--- config.mk ---
export PLATFORM = sky130hd
export DESIGN_NAME = hand_rr_arbiter
export DESIGN_NICKNAME = d
export VERILOG_FILES = /design/src/rtl/hand_rr_arbiter.sv
export SDC_FILE = /design/constraint.sdc
export NUM_CORES = 1
export LEC_CHECK = 0
export CAP_MARGIN = 25
export CORE_AREA = 2 2 72 74
export DETAILED_ROUTE_END_ITERATION = 10
export DIE_AREA = 0 0 74 76
export PLACE_DENSITY = 0.61
export SETUP_SLACK_MARGIN = 0.15
export SYNTH_ARGS = -nofsm -noshare
export SYNTH_HDL_FRONTEND = slang
export SYNTH_SLANG_ARGS = --single-unit
--- constraint.sdc ---
create_clock -name clk -period 2.4 [get_ports clk]
set_input_delay 0.24 -clock clk [delete_from_list [all_inputs] [get_ports clk]]
set_output_delay 0.24 -clock clk [all_outputs]
set_load 0.01 [all_outputs]
--- src/rtl/hand_rr_arbiter.sv ---
// hand_rr_arbiter: packet-level round-robin scheduler sharing one valid/ready stream among CHL channels
module hand_rr_arbiter #(
    parameter int CHL = 2,
    parameter int DW  = 8,
    parameter int CW  = 16
) (
    input  logic              clk,
    input  logic              rst,
    input  logic [CHL-1:0]    s_valid,
    output logic [CHL-1:0]    s_ready,
    input  logic [CHL*DW-1:0] s_data,
    input  logic [CHL-1:0]    s_last,
    output logic              m_valid,
    input  logic              m_ready,
    output logic [DW-1:0]     m_data,
    output logic              m_last,
    output logic [CHL-1:0]    grant,
    output logic [CW-1:0]     pkt_cnt
);
    localparam int PW = $clog2(CHL);

    typedef enum logic {IDLE, BUSY} state_t;

    state_t         state, state_nxt;
    logic [CHL-1:0] grant_nxt;
    logic [PW-1:0]  owner, owner_nxt, rr_ptr, sel, idx;
    logic           found, busy, xfer, done;

    assign busy = state == BUSY;
    assign xfer = busy && s_valid[owner] && m_ready;
    assign done = xfer && s_last[owner];

    // first requester after the last completed owner, wrapping around
    always_comb begin
        sel   = '0;
        idx   = '0;
        found = 1'b0;
        for (int k = 1; k <= CHL; k++) begin
            idx = PW'((int'(rr_ptr) + k) % CHL);
            if (!found && s_valid[idx]) begin
                found = 1'b1;
                sel   = idx;
            end
        end
    end

    // state, ownership, fairness pointer and completed-packet counter
    always_ff @(posedge clk or posedge rst) begin
        if (rst) begin
            state   <= IDLE;
            grant   <= '0;
            owner   <= '0;
            rr_ptr  <= PW'(CHL - 1);
            pkt_cnt <= '0;
        end else begin
            state <= state_nxt;
            grant <= grant_nxt;
            owner <= owner_nxt;
            if (done) begin
                rr_ptr  <= owner;
                pkt_cnt <= pkt_cnt + CW'(1);
            end
        end
    end

    // arbitrate only when idle; release only on a last-beat handshake
    always_comb begin
        state_nxt = state;
        grant_nxt = grant;
        owner_nxt = owner;
        if (!busy && found) begin
            state_nxt = BUSY;
            grant_nxt = CHL'(1) << sel;
            owner_nxt = sel;
        end else if (done) begin
            state_nxt = IDLE;
            grant_nxt = '0;
        end
    end

    // owner's channel is wired straight through; everything quiet when idle
    always_comb begin
        m_valid = busy && s_valid[owner];
        m_data  = busy ? s_data[int'(owner)*DW +: DW] : '0;
        m_last  = busy && s_last[owner];
        s_ready = busy ? grant & {CHL{m_ready}} : '0;
    end
endmodule

# [Word level (Yosys, flattened, before mapping)]
# Index checks and enable logic that the tools add are counted.
[totals] reg_bits=21 input_bits=23 wordCells=41 out_inout_bits=30
[classes] addsub=3 mux=18 n_reduce_logical=9 bitwise=1 shifts=2 n_lt_le_gt_ge=3
[ops] op="$add A16 B1 Y16 const B" count=1
[ops] op="$shiftx A16 B5 Y8" count=1
[ops] op="$mux W1" count=14
[ops] op="$mux W8" count=1
[ops] op="$logic_and A1 B1 Y1" count=6
[ops] op="$lt A1 B2 Y1 const B" count=3
[ops] op="$mux W2" count=3
[ops] op="$add A1 B1 Y1 const B" count=2
[ops] op="$and A2 B2 Y2" count=1
[ops] op="$logic_not A1 Y1" count=2
[ops] op="$reduce_bool A2 Y1" count=1
[ops] op="$shl A1 B1 Y2 const A" count=1

# [Logic depth before layout (Yosys ltp)]
[depth] ltp_word=9 depth_mapped=6 depth_no_buf=5

# [Worst setup path after synthesis]
# OpenSTA, ideal clock, no wires.
[synth_path] path_type="register -> register" start="reg owner" end="reg pkt_cnt[8]" arrival_time_ns=1.441 setup_time_ns=0.079 stages_incl_launch_ff=6 required_ns=2.321 path_buffers=1 setup_slack_ns=0.880 period_less_slack_ns=1.520 path_cell_list="dfrtp_1 -> buf_6 -> nand3b_4 -> a2111oi_4 -> and3_1 -> xor2_1"
[synth_via] elab_chain_cells=5 word_cells_on_any_way=7 cone_classes="mux: 4; reduce/logical: 3"
[synth_rtl] item="from (decl)" line="26" rtl="logic [PW-1:0] owner, owner_nxt, rr_ptr, sel, idx;"
[synth_rtl] item="from (signal assigned)" line="58" rtl="owner <= owner_nxt;"
[synth_rtl] item="$mux W1 (implied by the code) (2 in series)" line="30" rtl="assign xfer = busy && s_valid[owner] && m_ready;"
[synth_rtl] item="$logic_and A1 B1 Y1 (2 in series)" line="30"
[synth_rtl] item="$logic_and A1 B1 Y1 *" line="31" rtl="assign done = xfer && s_last[owner];"
[synth_rtl] item="to (signal assigned)" line="61" rtl="pkt_cnt <= pkt_cnt + CW'(1);"
[synth_rtl] item="to (decl)" line="18" rtl="output logic [CW-1:0] pkt_cnt"
# Mark *: on every way between the ends. The rest lies on a longest branch, timed or not. The select of a mux whose other input is x is not followed.
# A chain may end at the register's enable or synchronous reset.

# [Worst setup path in the final report]
[layout_path] start="reg owner" end="out m_data[4]"
[layout_via] elab_chain_cells=2
[layout_rtl] item="$shiftx A16 B5 Y8" line="84" rtl="m_data = busy ? s_data[int'(owner)*DW +: DW] : '0;"
[layout_rtl] item="$mux W8" line="84"
[layout_rtl] item="to (decl)" line="15" rtl="output logic [DW-1:0] m_data,"
# No other way between the ends.

==> flow_metrics.py <==
metrics = {
    "logic_synthesis": {
        "synth_area_leaders": "dfrtp_1 43%, mux2i_1 8.6%, xnor2_1 7.6%",
        "yosys.area_share.simple_pct": 22.9,
        "syn_avg_cell_area_um2": 10.7,
        "synth_area_leader_cell": "dfrtp_1",
        "synth_cell_type_count": 25,
        "syn-cell-area_um2": 1160,
        "synth_xor_area_share_pct": 11.4,
        "synth_top_family_by_area": "simple AND/OR/NAND/NOR gates",
        "yosysSeqAreaShare_pct": 45.5,
        "synth_compound_area_share_pct": 8.11,
        "syn-num-nets": 132,
        "yosys_warnings": 0,
        "yosys.area_share.adder_pct": 1.08,
        "synth_seq_cells": 21,
        "synth.top_cell.area_share_pct": 43.2,
        "synthCells": 108,
        "synthMuxAreaShare_pct": 8.65,
    },
    "worst_setup_path": {
        "endpoint": "m_data[4]",
        "required_ps": 2160,
        "timing.rr.start": "busy",
        "r2r_cells": 4,
        "critical_path_class": "flop to output pin",
        "crit_start": "owner",
        "startpoint_type": "flop",
        "r2r-end": "pkt_cnt[8]",
        "end_kind": "output pin",
        "timing.critical_path.fanout_max": 14,
        "reg2reg_slack_ps": 590,
        "arrival_ps": 1650,
    },
    "floorplan": {
        "coreArea_um2": 4910,
        "dieArea_um2": 5620,
        "die_y_um": 76,
        "io_pins": 53,
        "start_util_pct": 23.6,
        "die_x_um": 74,
        "rows": 26,
    },
    "finish": {
        "syn2layout_area_growth_pct": 54.5,
        "fin_area_um2": 1790,
        "drive_above_1_share_pct": 6.25,
        "antenna_cells": 0,
        "fill_cells": 497,
        "nets": 185,
        "post-route-util_pct": 36.4,
    },
    "route": {
        "wl_per_cell_um": 11.6,
        "drc": 0,
        "first_pass_iters": 4,
        "wirelength_um": 2670,
        "drtIter0Drc": 70,
        "detail-route-antenna-nets": 0,
        "via_per_inst": 4.14,
        "vias": 952,
    },
    "global_route": {
        "grt-ovfl-total": 0,
        "grt_pass1_vias": 952,
        "grt_usage_pct": 10.6,
        "grt_antenna_before_repair": 0,
        "grt_max_degree": 22,
        "grt_pass1_wl_um": 4650,
    },
    "power_and_ir_drop": {
        "total_power_mw": 1.35,
        "power.static_leakage_nw": 0.762,
        "power_density_nw_per_um2": 755,
        "peakVddDrop_uv": 322,
    },
    "clocking": {
        "cts_tree": "done",
        "clk_latency_ps": 250,
        "path_clk_slew_ps": 70,
        "cts-root-buf": "clkbuf_8",
        "ctsLongestPathBuffers": 2,
        "numCtsBuffers": 3,
        "h-tree-depth": 1,
        "clock_sinks": 21,
    },
    "placement": {
        "place.gp.congestion": 0.703,
        "hpwl_um": 2100,
        "place_area_um2": 1740,
        "io_buffers": 52,
    },
    "timing": {
        "period_needed_ps": 1890,
        "fmax_mhz": 528,
        "setup_viol": 0,
        "tns_ps": 0,
        "clock_skew_ps": 2.62,
        "rsz0062_at_grt": "no",
        "drv_slew": 0,
        "timing.final.crit_share_pct": 79.0,
        "slew_headroom_pct": 47.3,
        "tightest_slew_ps": 790,
        "final-hold-violation-count": 0,
    },
    "min_path": {
        "min_path_type": "input port to asynchronous set/reset pin",
    },
    "job": {
        "max_cap_violations": 0,
    },
    "run_status": {
        "outcome": "complete, no violations",
    },
}
==> sequential cells by signal, indices dropped and copies added (netlist names) <==
name / count
rr_ptr: 1
owner: 1
busy: 1
grant: 2
pkt_cnt: 16
==> cells in the final DEF (no fill, tap or decap), types with 2 or more instances in the layout <==
cell type,count
a2111oi_4,2
a21o_1,2
a21oi_1,3
and3_1,6
clkbuf_8,3
clkdlybuf4s50_1,52
dfrtp_1,19
mux2i_1,10
nand2_1,15
nand2b_1,2
nand3_1,6
nor2_1,3
nor2b_1,10
nor3_1,2
xnor2_1,10
xor2_1,5
==> Yosys cell counts (all sizes together) <==
cell,instances
clkbuf,2
mux2i,10
a21o,2
nand2,15
a31o,1
nand3,7
nand2b,2
dfstp,1
inv,1
nand4,1
nor2,3
a21oi,3
xor2,5
and4,1
nor3,2
buf,2
nand3b,1
dfrtp,20
and3,6
a2111oi,2
nor2b,10
xnor2,10
ha,1
==> routing by layer <==
metal  share of wire (%)  global-route usage (%)  routed length, um  vias to the layer above
met5                   0                       0                  0                        -
met4                 1.0                    2.73                 27                        0
met3                 2.8                    2.78                 75                        2
met2                  51                    16.5               1360                       17
met1                  45                    14.3               1210                      459
li1                    -                       -                  -                      474
==> kinds of logic after synthesis <==
kind of cell             Yosys count
adder cells (fa/ha/maj)            1
flip-flops                        21
multiplexers                      10
AO/OA/AOI/OAI                      8
AND/OR/NAND/NOR                   48
buffers and inverters              5
XOR/XNOR                          15
==> critical path, cell delays in order (launching register included) <==
cell             delay, ps
dfrtp_2                600
mux2i_1                130
nor2b_1                120
clkdlybuf4s50_1        550
==> per-stage QoR <==
stage / std cells / hold slack [ps] / setup WS [ps]
final: 230 / 427 / 505
after floorplan: 108 / 216 / 880
after global placement: 226 / 449 / 422
after CTS: 230 / 464 / 254
after global routing: 230 / 491 / 318
after detailed placement: 226 / 453 / 370
==> worst min-delay path by stage <==
stage / startpoint / end / slack [ps]
2_1_floorplan: rst / busy / 220
3_3_place_gp: rr_ptr / rr_ptr / 450
3_5_place_dp: rr_ptr / rr_ptr / 450
4_1_cts: rst / pkt_cnt[9] / 460
5_1_grt: rr_ptr / rr_ptr / 490
6_report: rst / pkt_cnt[9] / 430
==> what timing repair did <==
| action | in CTS | in global routing |
|---|---|---|
| setup buffers | 0 | 0 |
| resized for setup | 0 | 1 |
| hold buffers | 0 | 0 |
| setup endpoints to repair | 0 | 1 |
==> power breakdown <==
group | internal (mW) | switching, mW
Combinational | 0.362 | 0.214
Clock | 0.118 | 0.109
Sequential | 0.426 | 0.121
Total | 0.907 | 0.443
==> cell type report <==
cell class / count / area, um^2 / area share, %
clock buffers: 4 / 45.0 / 2.52
well taps: 70 / 87.6 / 4.90
repair buffers: 52 / 520 / 29.1
multi-input cells: 82 / 603 / 33.7
inverters: 1 / 3.75 / 0.210
flip-flops and latches: 21 / 528 / 29.5
No activity file was read; power rests on OpenSTA's default activity.
